===== src/rtl/ps2_mouse_ctrl.sv =====
`default_nettype none
// ============================================================================
// Module   : ps2_mouse_ctrl
// Brief    : PS/2 mouse init/packet layer above a byte transceiver; define
//            PS2_MOUSE_ACCUM_EN to build the clamped cursor accumulator.
// Revision : 1.0  initial release
// ============================================================================
module ps2_mouse_ctrl #(
    parameter int CLK_HZ     = 100_000_000,
    parameter int TIMEOUT_MS = 20,
    parameter int WHEEL      = 1,
    parameter int POS_W      = 10,
    parameter int X_MAX      = 639,
    parameter int Y_MAX      = 479
) (
    input  logic             clk,
    input  logic             reset,
    output logic             tx_req,
    output logic [7:0]       tx_byte,
    input  logic             tx_done,
    input  logic             rx_done,
    input  logic [7:0]       rx_byte,
    output logic             ready,
    output logic             wheel_mode,
    output logic             pkt_valid,
    output logic [8:0]       dx,
    output logic [8:0]       dy,
    output logic [3:0]       dz,
    output logic [2:0]       buttons,
    output logic [1:0]       ovf,
    output logic [7:0]       err_cnt,
    output logic [POS_W-1:0] pos_x,
    output logic [POS_W-1:0] pos_y
);

    localparam int c_to_cycles = CLK_HZ / 1000 * TIMEOUT_MS;
    localparam int c_to_w      = $clog2(c_to_cycles + 1);
    localparam logic [c_to_w-1:0] c_to_last = c_to_w'(c_to_cycles - 1);
    localparam logic signed [POS_W+1:0] c_x_max = (POS_W+2)'(X_MAX);
    localparam logic signed [POS_W+1:0] c_y_max = (POS_W+2)'(Y_MAX);

    typedef enum logic [3:0] {
        ST_RST_TX, ST_RST_ACK, ST_BAT, ST_ID0, ST_SR_TX, ST_SR_ACK,
        ST_ID_TX, ST_ID_ACK, ST_ID_RX, ST_EN_TX, ST_EN_ACK, ST_STREAM
    } state_t;

    state_t            state_q, state_d, w_tx_next;
    logic              sent_q, sent_d, armed_q, armed_d;
    logic [2:0]        sr_idx_q, sr_idx_d;
    logic [c_to_w-1:0] to_cnt_q, to_cnt_d;
    logic [1:0]        idx_q, idx_d;
    logic [7:0]        b0_q, b0_d, b1_q, b1_d, b2_q, b2_d;
    logic              tx_req_q, tx_req_d, ready_q, ready_d;
    logic [7:0]        tx_byte_q, tx_byte_d, err_cnt_q, err_cnt_d;
    logic              wheel_mode_q, wheel_mode_d, pkt_valid_q, pkt_valid_d;
    logic [8:0]        dx_q, dx_d, dy_q, dy_d;
    logic [3:0]        dz_q, dz_d;
    logic [2:0]        buttons_q, buttons_d;
    logic [1:0]        ovf_q, ovf_d;

    logic       w_rx, w_to, w_to_run, err_inc, restart;
    logic [7:0] w_cmd, w_expect, w_b2;
    logic [3:0] w_dz;

    // Pulses are only meaningful once a command has gone out after reset.
    assign w_rx     = rx_done & armed_q;
    assign w_to_run = !(state_q == ST_STREAM && idx_q == 2'd0);
    assign w_to     = w_to_run && (to_cnt_q == c_to_last);
    assign w_b2     = (idx_q == 2'd3) ? b2_q : rx_byte;
    assign w_dz     = (idx_q == 2'd3) ? rx_byte[3:0] : 4'h0;

    always_comb begin
        w_cmd     = 8'hFF;
        w_expect  = 8'hFA;
        w_tx_next = ST_RST_ACK;
        case (state_q)
            ST_SR_TX: begin
                w_tx_next = ST_SR_ACK;
                case (sr_idx_q)
                    3'd1:    w_cmd = 8'hC8;
                    3'd3:    w_cmd = 8'h64;
                    3'd5:    w_cmd = 8'h50;
                    default: w_cmd = 8'hF3;
                endcase
            end
            ST_ID_TX: begin w_cmd = 8'hF2; w_tx_next = ST_ID_ACK; end
            ST_EN_TX: begin w_cmd = 8'hF4; w_tx_next = ST_EN_ACK; end
            ST_BAT:   w_expect = 8'hAA;
            ST_ID0:   w_expect = 8'h00;
            default:  ;
        endcase
    end

    always_comb begin
        state_d      = state_q;
        sent_d       = sent_q;
        armed_d      = armed_q;
        sr_idx_d     = sr_idx_q;
        idx_d        = idx_q;
        b0_d         = b0_q;
        b1_d         = b1_q;
        b2_d         = b2_q;
        tx_req_d     = 1'b0;
        tx_byte_d    = tx_byte_q;
        wheel_mode_d = wheel_mode_q;
        pkt_valid_d  = 1'b0;
        dx_d         = dx_q;
        dy_d         = dy_q;
        dz_d         = dz_q;
        buttons_d    = buttons_q;
        ovf_d        = ovf_q;
        err_cnt_d    = err_cnt_q;
        err_inc      = 1'b0;
        restart      = 1'b0;
        to_cnt_d     = w_to_run ? to_cnt_q + 1'b1 : '0;

        case (state_q)
            ST_RST_TX, ST_SR_TX, ST_ID_TX, ST_EN_TX: begin
                if (!sent_q) begin
                    tx_req_d  = 1'b1;
                    tx_byte_d = w_cmd;
                    sent_d    = 1'b1;
                    armed_d   = 1'b1;
                end else if (tx_done) begin
                    state_d = w_tx_next;
                end else if (w_to) begin
                    restart = 1'b1;
                end
            end
            ST_RST_ACK, ST_BAT, ST_ID0, ST_SR_ACK, ST_ID_ACK, ST_ID_RX, ST_EN_ACK: begin
                if (w_rx) begin
                    if (state_q != ST_ID_RX && rx_byte != w_expect) begin
                        restart = 1'b1;
                    end else begin
                        case (state_q)
                            ST_RST_ACK: state_d = ST_BAT;
                            ST_BAT:     state_d = ST_ID0;
                            ST_ID0: begin
                                state_d  = (WHEEL != 0) ? ST_SR_TX : ST_EN_TX;
                                sr_idx_d = '0;
                            end
                            ST_SR_ACK: begin
                                if (sr_idx_q == 3'd5) begin
                                    state_d = ST_ID_TX;
                                end else begin
                                    state_d  = ST_SR_TX;
                                    sr_idx_d = sr_idx_q + 1'b1;
                                end
                            end
                            ST_ID_ACK:  state_d = ST_ID_RX;
                            ST_ID_RX: begin
                                wheel_mode_d = (rx_byte == 8'h03);
                                state_d      = ST_EN_TX;
                            end
                            default: begin
                                state_d = ST_STREAM;
                                idx_d   = 2'd0;
                            end
                        endcase
                    end
                end else if (w_to) begin
                    restart = 1'b1;
                end
            end
            ST_STREAM: begin
                // A received byte always beats a coincident gap timeout.
                if (w_rx) begin
                    if (idx_q == 2'd0) begin
                        if (rx_byte == 8'hAA) begin
                            state_d      = ST_ID0;
                            wheel_mode_d = 1'b0;
                        end else if (!rx_byte[3]) begin
                            err_inc = 1'b1;
                        end else begin
                            b0_d  = rx_byte;
                            idx_d = 2'd1;
                        end
                    end else if (idx_q == 2'd1) begin
                        b1_d  = rx_byte;
                        idx_d = 2'd2;
                    end else if (idx_q == 2'd2 && wheel_mode_q) begin
                        b2_d  = rx_byte;
                        idx_d = 2'd3;
                    end else begin
                        idx_d       = 2'd0;
                        pkt_valid_d = 1'b1;
                        dx_d        = {b0_q[4], b1_q};
                        dy_d        = {b0_q[5], w_b2};
                        dz_d        = w_dz;
                        buttons_d   = b0_q[2:0];
                        ovf_d       = b0_q[7:6];
                    end
                end else if (w_to && idx_q != 2'd0) begin
                    idx_d   = 2'd0;
                    err_inc = 1'b1;
                end
            end
            default: state_d = ST_RST_TX;
        endcase

        if (restart) begin
            state_d      = ST_RST_TX;
            sent_d       = 1'b0;
            err_inc      = 1'b1;
            wheel_mode_d = 1'b0;
        end
        if (state_d != state_q) sent_d = 1'b0;
        if (restart || state_d != state_q || w_rx) to_cnt_d = '0;
        if (err_inc && err_cnt_q != 8'hFF) err_cnt_d = err_cnt_q + 1'b1;
        ready_d = (state_d == ST_STREAM);
    end

    always_ff @(posedge clk or posedge reset) begin
        if (reset) begin
            state_q      <= ST_RST_TX;
            sent_q       <= 1'b0;
            armed_q      <= 1'b0;
            sr_idx_q     <= '0;
            to_cnt_q     <= '0;
            idx_q        <= '0;
            b0_q         <= '0;
            b1_q         <= '0;
            b2_q         <= '0;
            tx_req_q     <= 1'b0;
            tx_byte_q    <= 8'h00;
            ready_q      <= 1'b0;
            wheel_mode_q <= 1'b0;
            pkt_valid_q  <= 1'b0;
            dx_q         <= '0;
            dy_q         <= '0;
            dz_q         <= '0;
            buttons_q    <= '0;
            ovf_q        <= '0;
            err_cnt_q    <= '0;
        end else begin
            state_q      <= state_d;
            sent_q       <= sent_d;
            armed_q      <= armed_d;
            sr_idx_q     <= sr_idx_d;
            to_cnt_q     <= to_cnt_d;
            idx_q        <= idx_d;
            b0_q         <= b0_d;
            b1_q         <= b1_d;
            b2_q         <= b2_d;
            tx_req_q     <= tx_req_d;
            tx_byte_q    <= tx_byte_d;
            ready_q      <= ready_d;
            wheel_mode_q <= wheel_mode_d;
            pkt_valid_q  <= pkt_valid_d;
            dx_q         <= dx_d;
            dy_q         <= dy_d;
            dz_q         <= dz_d;
            buttons_q    <= buttons_d;
            ovf_q        <= ovf_d;
            err_cnt_q    <= err_cnt_d;
        end
    end

    assign tx_req     = tx_req_q;
    assign tx_byte    = tx_byte_q;
    assign ready      = ready_q;
    assign wheel_mode = wheel_mode_q;
    assign pkt_valid  = pkt_valid_q;
    assign dx         = dx_q;
    assign dy         = dy_q;
    assign dz         = dz_q;
    assign buttons    = buttons_q;
    assign ovf        = ovf_q;
    assign err_cnt    = err_cnt_q;

`ifdef PS2_MOUSE_ACCUM_EN
    logic signed [POS_W+1:0] sum_x, sum_y;
    logic [POS_W-1:0]        pos_x_q, pos_x_d, pos_y_q, pos_y_d;
    logic                    unused_bits;

    // Cursor Y grows downward while dy is positive-up, hence the subtraction.
    always_comb begin
        sum_x   = $signed({2'b00, pos_x_q}) + $signed({{(POS_W-7){dx_d[8]}}, dx_d});
        sum_y   = $signed({2'b00, pos_y_q}) - $signed({{(POS_W-7){dy_d[8]}}, dy_d});
        pos_x_d = pos_x_q;
        pos_y_d = pos_y_q;
        if (pkt_valid_d && !ovf_d[0]) begin
            if (sum_x[POS_W+1])      pos_x_d = '0;
            else if (sum_x > c_x_max) pos_x_d = c_x_max[POS_W-1:0];
            else                     pos_x_d = sum_x[POS_W-1:0];
        end
        if (pkt_valid_d && !ovf_d[1]) begin
            if (sum_y[POS_W+1])      pos_y_d = '0;
            else if (sum_y > c_y_max) pos_y_d = c_y_max[POS_W-1:0];
            else                     pos_y_d = sum_y[POS_W-1:0];
        end
    end

    always_ff @(posedge clk or posedge reset) begin
        if (reset) begin
            pos_x_q <= '0;
            pos_y_q <= '0;
        end else begin
            pos_x_q <= pos_x_d;
            pos_y_q <= pos_y_d;
        end
    end

    assign pos_x       = pos_x_q;
    assign pos_y       = pos_y_q;
    assign unused_bits = b0_q[3];
`else
    logic unused_bits;
    assign pos_x       = '0;
    assign pos_y       = '0;
    assign unused_bits = ^{b0_q[3], c_x_max, c_y_max};
`endif

endmodule
`default_nettype wire


===== config.mk =====
export PLATFORM = sky130hd
export DESIGN_NAME = ps2_mouse_ctrl
export DESIGN_NICKNAME = d
export VERILOG_FILES = /design/src/rtl/ps2_mouse_ctrl.sv
export SDC_FILE = /design/constraint.sdc
export NUM_CORES = 1
export LEC_CHECK = 0
export ABC_AREA = 1
export CELL_PAD_IN_SITES_DETAIL_PLACEMENT = 2
export CELL_PAD_IN_SITES_GLOBAL_PLACEMENT = 2
export CORE_MARGIN = 2
export CORE_UTILIZATION = 32
export CTS_BUF_LIST = sky130_fd_sc_hd__clkbuf_16
export DETAILED_ROUTE_END_ITERATION = 6
export PLACE_DENSITY = 0.84
export SLEW_MARGIN = 20
export SYNTH_ARGS = -nofsm -noshare
export SYNTH_HDL_FRONTEND = slang
export SYNTH_SLANG_ARGS = --single-unit

===== constraint.sdc =====
create_clock -name clk -period 4.4 [get_ports clk]
set_clock_uncertainty 0.05 [all_clocks]
set_input_delay 0.88 -clock clk [delete_from_list [all_inputs] [get_ports clk]]
set_output_delay 0.88 -clock clk [all_outputs]
set_load 0.005 [all_outputs]

==> impl.org <==
** Run status
- The flow ran to the end, and the final reports show no timing, DRC or antenna violations.

** Logic synthesis
- Number of warnings issued by yosys :: 0
- Post-synthesis cell count :: 660
- Top-count cell post-synth :: sky130_fd_sc_hd__nand2_1
- The largest total area in the synthesized netlist belongs to sky130_fd_sc_hd__dfrtp_1.
- In the synthesized netlist, the cells that appear most often are sky130_fd_sc_hd__nand2_1 (194), sky130_fd_sc_hd__dfrtp_1 (101), sky130_fd_sc_hd__inv_1 (68).
- Count of flip-flops with a built-in enable after synthesis :: 0
- Total standard cell area after synthesis :: 5220 sq um
- The share of the Yosys chip area taken by registers is 48.4%.
- Cell types occupying the most area after synthesis :: sky130_fd_sc_hd__dfrtp_1 (48%), sky130_fd_sc_hd__nand2_1 (14%), sky130_fd_sc_hd__inv_1 (4.9%), sky130_fd_sc_hd__nor2_1 (4.5%), sky130_fd_sc_hd__nand3_1 (4.1%)
- Proportion of register bits with asynchronous set or reset after synthesis :: 100%
- Area fraction of the dominant cell type after synthesis :: 48.4%
- In this run, synthesis produced a sequential element count of 101.
- For this run, the leading register cell type out of synthesis is sky130_fd_sc_hd__dfrtp_1.
- The number of different library cells used by synthesis comes to 38.
- The average instance in the mapped netlist occupies ~8 sq um.

** Die
- Overall die height :: between 100 and 150 um
- For this design the top-level I/O count stands at 79.
- Die width :: 132 um
- Core footprint :: 15,900 sq um
- Effective utilization at floorplan :: 32.7%
- Number of placement rows :: 46
- The floorplan step defined a die boundary enclosing 17,400 sq um.

** STA
- Final WS setup :: 1.01 ns
- The worst pin sits at a relative slew slack of 51.7%.
- The final count of pins violating max slew is 0.
- Share of the clock period used by the worst path after layout :: 77.0%
- Setup violation total in the final timing report :: 0
- Hold slack :: 0.426 ns
- Setup repair after global routing left no endpoint under its margin.
- Maximum achievable frequency :: 295 MHz
- The number of hold violations in the final report is 0.
- For the pin with the worst max-slew slack, the measured transition is 0.724 ns.
- Summed over all failing endpoints, the final setup total negative slack is 0 ns.
- Clock period minus final worst setup slack :: 3.39 ns

** Layout
- Total number of nets in the final design :: 732
- Area of the multi-input gates :: 2280 sq um
- Synthesis-to-finish area growth :: 19.6%
- The number of antenna diodes in the final layout is 0.
- Fill cells in the final layout number 1,835.
- With fillers left out, the area of the finished cells amounts to 6240 sq um.
- Layout cell share with drive strength beyond 1 :: 9.72%
- Registers take 2530 sq um.

** Clocking
- CTS saw 101 sinks.
- H-tree depth :: 3
- Skew-Pair Late Insertion Delay :: 0.36 ns
- Number of buffers inserted for hold repair after clock tree synthesis :: 0
- In this run the clock root is driven by a sky130_fd_sc_hd__clkbuf_16.
- Clock-pin slew was measured on the worst setup and hold paths at approximately 0.080 ns.
- After clock tree synthesis, the repair step resized 0 gates.
- Clock tree synthesis inserted a total of 9 buffers.
- In this run the post-CTS setup repair buffer count came out at 0.
- In this run the deepest clock path goes through 2 buffers.
- TritonCTS built the clock tree.

** GRT
- Global routing used 18.6% of the available tracks.
- Entering global routing, the biggest net connects 102 pins.
- Total grt overflow :: 0
- The number of global-route vias before repair came to between 4k and 5k.
- The first global-routing pass estimated around 26 mm of wire.
- The initial antenna violation count was 0.

** Power and ir drop
- Leakage dissipation :: 3.00 nW
- Power per unit of standard cell area :: 389 nW/um^2
- Overall power consumption after layout is estimated at ~0.0024 W.
- IR analysis of the VDD net gives a maximum drop of approximately 200 uV.

** Drt
- The first detailed-routing pass took 6 iterations.
- DR vias :: 4,507
- Average vias per placed instance :: around 4.8
- Initial detailed-routing violation count :: 170
- Routed wire length :: 15.4 mm
- Count of unresolved DRC violations after routing :: 0
- Dividing the detail-routed wire length by the instance count gives between 15 and 20 um.
- The count of nets left with antenna violations once routing finished came out at 0.

** Placement
- Number of buffers inserted by port buffering :: between 50 and 60
- Timing analysis after detailed placement gives a worst setup slack of about 0.62 ns.
- Routability congestion estimate from global placement :: 0.819
- Half-perimeter wire length of the detailed placement result :: around 11 mm
- Once placement finished, the instance area stood at 5950 sq um.

** Flow run
- The tool flagged a number of max-cap violations equal to 0.

** Critical path
- Critical Setup Path Class :: input port to flop
- The worst setup path is captured at a flop.
- The slowest stage of the critical path is the sky130_fd_sc_hd__nand3_2 cell.
- In this design, the stage delay of the slowest critical-path cell is 0.54 ns.
- For the worst setup path, the data arrival time is 3.60 ns.
- Traced cell by cell, the critical path runs through clkdlybuf4s50_1, nor2_1, nand3_1, nand2_1, nand4_1, nand2_2, nand2_4, nand3_2, nand2_2, inv_4, nand2_2, nand2_1, nand2_1, nor2_2, nand3_2, nor2_2.
- Crit path required time :: 4.62 ns
- Along the worst path, the maximum fanout reaches 21.
- The worst setup path is launched from an input port.

** Worst hold path
- The tightest min-delay check is of the flop to flop type.
## path summary, 6_finish.rpt
path | start | end | slack [ns] | cells after the start
max | rx_byte[6] | to_cnt_q[0]$_DFF_PP0_ | 1.01 | 16
min | dx[2]$_DFFE_PP0P_ | dx[2]$_DFFE_PP0P_ | 0.43 | 2
max reg2reg | state_q[1]$_DFF_PP0_ | to_cnt_q[0]$_DFF_PP0_ | 1.15 | 16
min reg2reg | dx[2]$_DFFE_PP0P_ | dx[2]$_DFFE_PP0P_ | 0.43 | 2
max in group asynchronous | reset | err_cnt[5]$_DFFE_PP0P_ | 2.91 | 3
min in group asynchronous | reset | buttons[0]$_DFFE_PP0P_ | 0.95 | 3
## metal layers
metal / share of wire, % / wire, um / vias up / GRT usage, %
met5: 0 / 0 / - / 0
met1: 44 / 6770 / 2272 / 22.7
met3: 1.9 / 285 / 16 / 2.27
met2: 52 / 8020 / 51 / 33.8
li1: - / - / 2168 / -
met4: 1.9 / 297 / 0 / 7.13
## report_power, final
| group | switching (W) | internal [W] | total [W] | leakage [nW] |
|---|---|---|---|---|
| Combinational | 0.000383 | 0.000203 | 0.000586 | 1.51 |
| Clock | 0.000399 | 0.000398 | 0.000797 | 0.143 |
| Sequential | 0.0000613 | 0.000984 | 0.00104 | 1.35 |
## layout make-up
| class | count | area share (%) |
|---|---|---|
| Clock buffer | 9 | 3.61 |
| Timing Repair Buffer | 60 | 9.74 |
| Sequential cell | 101 | 40.5 |
| Clock inverter | 7 | 1.06 |
| Tap cell | 216 | 4.33 |
| Inverter | 69 | 4.23 |
| Multi-Input combinational cell | 474 | 36.6 |
## registers in the layout (all words and copies together), names as in the netlist, 2 cells and up
| name | flops |
|---|---|
| b2_q | 8 |
| b0_q | 7 |
| ovf | 2 |
| dz | 4 |
| buttons | 3 |
| state_q | 4 |
| to_cnt_q | 21 |
| b1_q | 8 |
| dy | 9 |
| sr_idx_q | 3 |
| idx_q | 2 |
| err_cnt | 8 |
| dx | 9 |
| tx_byte | 8 |
## cells by family after synthesis
logic type / share of synthesized area (%)
compound gates: 7.98
buf+inv: 9.35
xor+xnor: 1.51
flops: 48.4
simple gates: 31.5
other cells: 0.0718
fa+ha+maj: 1.20
## placed cells by master, fill, tap and decap left out, types with 2 or more instances in the layout
cell type,instances
sky130_fd_sc_hd__a21oi_1,7
sky130_fd_sc_hd__a31oi_1,12
sky130_fd_sc_hd__clkbuf_16,9
sky130_fd_sc_hd__clkdlybuf4s50_1,58
sky130_fd_sc_hd__conb_1,20
sky130_fd_sc_hd__dfrtp_1,101
sky130_fd_sc_hd__ha_1,5
sky130_fd_sc_hd__inv_1,67
sky130_fd_sc_hd__inv_4,2
sky130_fd_sc_hd__inv_6,3
sky130_fd_sc_hd__nand2_1,194
sky130_fd_sc_hd__nand2_2,9
sky130_fd_sc_hd__nand2_4,2
sky130_fd_sc_hd__nand3_1,43
sky130_fd_sc_hd__nand3_2,2
sky130_fd_sc_hd__nand3b_1,4
sky130_fd_sc_hd__nand4_1,9
sky130_fd_sc_hd__nor2_1,63
sky130_fd_sc_hd__nor2_2,25
sky130_fd_sc_hd__nor2_4,2
sky130_fd_sc_hd__nor3_1,7
sky130_fd_sc_hd__o21ai_0,40
sky130_fd_sc_hd__o21ai_2,2
sky130_fd_sc_hd__o31ai_1,4
sky130_fd_sc_hd__or2_2,5
sky130_fd_sc_hd__xnor2_1,5
sky130_fd_sc_hd__xor2_1,4
## per-stage QoR
stage | instances | utilization (%)
after floorplan | 679 | -
after global placement | 920 | 37.3
after detailed placement | 920 | 37.3
after CTS | 936 | 39.2
after global routing | 936 | 39.2
final | 936 | 39.2
## critical path: cells and delay by family
kind          cells  cell delay (ns)
buf+inv           2             0.61
simple gates     14             2.11
Note: power is estimated with default switching activity, not from simulation.
==> RTL edit 1 (same settings) <==
Take the reset off `tx_byte_q` and load it in a clocked block of its own.
--- a/src/rtl/ps2_mouse_ctrl.sv
+++ b/src/rtl/ps2_mouse_ctrl.sv
@@ -222,7 +222,6 @@
             b1_q         <= '0;
             b2_q         <= '0;
             tx_req_q     <= 1'b0;
-            tx_byte_q    <= 8'h00;
             ready_q      <= 1'b0;
             wheel_mode_q <= 1'b0;
             pkt_valid_q  <= 1'b0;
@@ -243,7 +242,6 @@
             b1_q         <= b1_d;
             b2_q         <= b2_d;
             tx_req_q     <= tx_req_d;
-            tx_byte_q    <= tx_byte_d;
             ready_q      <= ready_d;
             wheel_mode_q <= wheel_mode_d;
             pkt_valid_q  <= pkt_valid_d;
@@ -254,6 +252,10 @@
             ovf_q        <= ovf_d;
             err_cnt_q    <= err_cnt_d;
         end
+    end
+
+    always_ff @(posedge clk) begin
+        tx_byte_q <= tx_byte_d;
     end
 
     assign tx_req     = tx_req_q;
Behaviour: not the same (Yosys sat finds a counterexample within 4 cycles, from zero or initial values and one cycle with reset high).
==> RTL edit 1 against the unedited design <==
Total power up 2.7%; global-route usage up 0.11 points; sequential cell count unchanged; register-to-register slack better by 0.25 ns; setup slack worse by 0.062 ns; routed wire length up 2.6%; die area up 2.2%; via count down 1.4%; critical path depth unchanged; area after synthesis up 2.3%; maximum frequency down 1.8%; utilization down 0.55 points; final area up 1.8%; highest routed layer unchanged.
==> RTL edit 1: results (changes against the unedited design) <==
initial DRC count: 168 (-1.2%)
pin count of the biggest net entering global routing: 54 (-47%)
GRT Total Usage: 18.8% (+0.11 points)
combinational-cell power consumption: 0.000606 W (+3%)
inverter count: 63 (-8.7%)
routed length on met2: 8.44 mm (+5.2%)
flip-flop and latch share of the layout cell area: 40.3% (-0.18 points)
transition time at the pin with the least slew margin: 0.687 ns (-0.0368 ns)
worst setup slack before clock tree synthesis: 0.628 ns (+0.00269 ns)
switching power of the nets: 0.000893 W (+5.9%)
placed instance area: 6050 um2 (+1.6%)
final estimated routing congestion in global placement: 0.863 (+5.4%)
Crit Reg-Reg Startpoint: to_cnt_q[0]
Critical Path Start: rx_byte[4]
CP max stage delay: 0.49 ns (-0.05 ns)
portion of total power attributed to the clock network: 33.1% (+0.3 points)
Non-clock buffers, area share: 9.33% (-0.41 points)
reg-to-reg setup timing slack: 1.40 ns (+0.25 ns)
footprint of the multi-input gates: 2370 um2 (+4.0%)
mean instance size in the synthesized netlist: 8.35 um2 (+5.5%)
number of non-filler instances in the completed layout: 922 (-1.5%)
clk cell area share: 4.94% (+0.27 points)
share of synthesized registers carrying an async set or reset: 93.1% (-6.9 points)
start point of the worst hold path: dx[0]
total placed cells including tap cells: 906 (-1.5%)
average via count per standard cell: 4.82 (+0.14%)
Initial DRT Pass Iterations: 4 (-2)
number of cells on the worst reg-to-reg path: 15 (-1)
post-route core utilization: 38.6% (-0.55 points)
# port buffers: 57 (-1.7%)
Routed WL per cell: 17.1 um (+4.2%)
Post-Route Hold Slack: 0.431 ns (+0.00515 ns)
wire length the detailed router placed on met1: 6.71 mm (-0.90%)
status: finished, final reports clean
CORE AREA: 16500 um2 (+3.3%)
signal arrival time at the worst endpoint: 3.67 ns (+0.07 ns)
sequential-to-total area share from yosys stat: 48.0% (-0.43 points)
post-cts repair resize count: 0 (unchanged)
critical path's slowest cell: clkdlybuf4s50_1
post-DP HPWL: 11.8 mm (+5.9%)
Static Leakage: 2.89 nW (-3.6%)
fraction of final layout cells sized beyond drive strength 1: 11.8% (+2.1 points)
number of enable-type register cells in the synthesized netlist: 7 (+7)
end of the worst register-to-register path: to_cnt_q[20]
largest voltage drop on the vdd net: 0.000169 V (-14%)
dominant cells by area after synthesis: dfrtp_1 (44%), nand2_1 (13%), nor2_4 (4.8%)
Cell Pwr Density: 392 nW/um2 (+0.88%)
met3 layer wire length in the routed design: 384 um (+35%)
layout multi-input combinational cell count: 462 (-2.5%)
NumNets Final: 714 (-2.5%)
f_max: 290 MHz (-1.8%)
first-pass GRT wire length: 26.6 mm (+2.3%)
worst hold path endpoint: dx[0]
via count of the first global-routing pass: 5074 (+1.8%)
-- RTL edit 1: routing by layer --
layer,GRT usage (%),vias to the layer above
li1,-,2125
met1,22.6,2240
met2,34.8,64
met3,2.36,17
met4,5.85,0
met5,0,-
-- RTL edit 1: worst reg2reg max path, cell delays in order, from the launching register on --
cell	delay (ns)
dfrtp_1	0.37
ha_1	0.18
nand2_1	0.08
nor2_1	0.22
nand3_1	0.18
nor2_1	0.16
nand2_1	0.13
nor2_2	0.16
nand2_2	0.09
nand2_4	0.09
nand2_8	0.08
nand3_1	0.10
nand3_1	0.10
nor2_2	0.17
nand3_4	0.51
nor2_1	0.25
-- RTL edit 1: cells by family (layout without fill, tap and decap cells) --
kind of cell	after synthesis	in the layout	share of synthesized area [%]
other	2	21	0.141
DFF	101	101	48.0
and+or+nand+nor	359	359	33.1
buffers and inverters	96	139	9.02
xor gates and xnor gates	7	7	1.15
AOI/OAI and AO/OA	70	70	7.50
adders and majority gates	5	5	1.17
==> RTL edit 2 (same settings) <==
Made on the original files. Change the parameter `POS_W` from 10 to 20.
--- a/src/rtl/ps2_mouse_ctrl.sv
+++ b/src/rtl/ps2_mouse_ctrl.sv
@@ -9,7 +9,7 @@
     parameter int CLK_HZ     = 100_000_000,
     parameter int TIMEOUT_MS = 20,
     parameter int WHEEL      = 1,
-    parameter int POS_W      = 10,
+    parameter int POS_W      = 20,
     parameter int X_MAX      = 639,
     parameter int Y_MAX      = 479
 ) (
Ports: changed (resized pos_x and pos_y); port bits go from 79 to 99. No check against the original RTL was run, so the function may have changed too.
==> RTL edit 2 against the unedited design <==
Setup slack improved by 0.058 ns; utilization fell by 0.69 points; first-iteration DRC count rose by 12%; area after synthesis rose by 2.9%; worst hold slack barely moved; combinational power rose by 1%; final area rose by 1.8%; routed wire length rose by 3.3%; clock power rose by 10%; sequential cell count did not move; total power rose by 3.8%; largest cell class unchanged.
==> RTL edit 2: results (changes against the unedited design) <==
status: finished, final reports clean
first-pass GRT wire length: 26.7 mm (+2.9%)
instance count along the most critical hold path: 2 (unchanged)
share of synthesized registers carrying an async set or reset: 100% (unchanged)
most common flop cell mapped by yosys: dfrtp_1
NumNets Final: 752 (+2.7%)
Static Leakage: 3.08 nW (+2.7%)
end of the worst register-to-register path: to_cnt_q[20]
antenna violations before repair: 0 (unchanged)
number of buffers added for setup after CTS: 0 (unchanged)
Routed WL per cell: 16.6 um (+0.76%)
number of fillers in the final layout: 1914 (+4.3%)
warnings from Yosys: 0 (unchanged)
register with the highest flop count: to_cnt_q
Post-Route Hold Slack: 0.427 ns (+0.000465 ns)
met1 track demand over resource: 22.8% (+0.093 points)
global-route met2 utilization: 34.1% (+0.37 points)
via count of the first global-routing pass: 5120 (+2.7%)
most frequent cells after synthesis: nand2_1 (194), dfrtp_1 (101), inv_1 (68)
post-DP HPWL: 11.8 mm (+5.7%)
worst-case headroom to the max-slew limit: 50.8% (-0.86 points)
Worst Path Max Fanout: 21 (unchanged)
initial DRC count: 190 (+12%)
Initial DRT Pass Iterations: 4 (-2)
# port buffers: 58 (unchanged)
fraction of final layout cells sized beyond drive strength 1: 9.59% (-0.13 points)
reg-to-reg setup timing slack: 1.18 ns (+0.03 ns)
average via count per standard cell: 4.75 (-1.3%)
number of cells on the worst reg-to-reg path: 17 (+1)
start point of the worst hold path: dx[8]
insertion delay of the later-clocked pin in the worst-skew pair: 0.36 ns (about the same)
Min-Delay Path Class: reg2reg
dominant cells by area after synthesis: dfrtp_1 (47%), nand2_1 (14%), buf_4 (5.7%)
worst setup margin: 1.07 ns (+0.0581 ns)
pin count of the biggest net entering global routing: 59 (-42%)
met3 usage in global routing: 2.32% (+0.053 points)
Clock Tree Root: clkbuf_16
Netlist cell types: 38 (unchanged)
GRT Total Usage: 18.7% (+0.076 points)
number of buffers created by CTS: 9 (unchanged)
signal arrival time at the worst endpoint: 3.55 ns (-0.05 ns)
CP max stage delay: 0.63 ns (+0.09 ns)
critical path's slowest cell: clkdlybuf4s50_1
worst setup slack before clock tree synthesis: 0.669 ns (+0.0440 ns)
largest voltage drop on the vdd net: 0.000199 V (+1.2%)
Crit Reg-Reg Startpoint: state_q[2]
sequential-to-total area share from yosys stat: 47.1% (-1.4 points)
worst hold path endpoint: dx[8]
final estimated routing congestion in global placement: 0.828 (+1.1%)
-- RTL edit 2: changes by cell type in the layout (fill, tap and decap cells not counted) --
| cell | before | now |
|---|---|---|
| conb_1 | 20 | 40 |
| bufinv_16 | 0 | 1 |
| clkinv_8 | 1 | 2 |
| inv_6 | 3 | 2 |
| clkinv_1 | 1 | 0 |
-- RTL edit 2: stage by stage --
step	cell area, um2	cells
after detailed placement	6030	944
after floorplan	5520	719
after global placement	6030	944
final	6360	960
after global routing	6360	960
after CTS	6360	960
-- RTL edit 2: report_power, final --
| group | leakage [nW] | switching [W] | internal, W | total [W] |
|---|---|---|---|---|
| clock | 0.158 | 0.000419 | 0.000461 | 0.000880 |
| sequential | 1.35 | 0.0000623 | 0.000983 | 0.00105 |
| combinational | 1.57 | 0.000391 | 0.000203 | 0.000594 |
-- RTL edit 2: worst max-delay path, delay by kind of cell --
kind | cells | cell delay (ns)
simple gates | 15 | 1.97
buf+inv | 2 | 0.68
-- RTL edit 2: logic make-up after synthesis --
logic type | after synthesis | share of synthesized area (%)
and+or+nand+nor | 368 | 30.6
buffers and inverters | 124 | 11.9
DFF | 101 | 47.1
AOI/OAI and AO/OA | 72 | 7.76
xor gates and xnor gates | 9 | 1.47
adders and majority gates | 5 | 1.16
other | 1 | 0.0698
-- RTL edit 2: worst max path at each step --
stage | start | to | cells after the start
2_1_floorplan | reset | b0_q[0] | 1
3_3_place_gp | rx_byte[3] | to_cnt_q[20] | 13
3_5_place_dp | rx_byte[3] | to_cnt_q[20] | 13
4_1_cts | rx_byte[6] | to_cnt_q[20] | 16
5_1_grt | rx_byte[3] | to_cnt_q[20] | 17
6_report | rx_byte[3] | to_cnt_q[20] | 17
-- RTL edit 2: final cells by class --
type / count / area, um2 / area share (%)
Inverter: 69 / 264 / 4.15
Timing Repair Buffer: 60 / 608 / 9.56
Clock inverter: 7 / 100 / 1.57
Clock buffer: 9 / 225 / 3.54
Sequential cell: 101 / 2530 / 39.7
Multi-Input combinational cell: 494 / 2360 / 37.1
Tap cell: 220 / 275 / 4.33
-- RTL edit 2: metal layers --
layer / vias to the layer above / share of wire [%]
met2: 69 / 54
met4: 0 / 1.7
met3: 18 / 2.1
met1: 2293 / 43
met5: - / 0
li1: 2183 / -
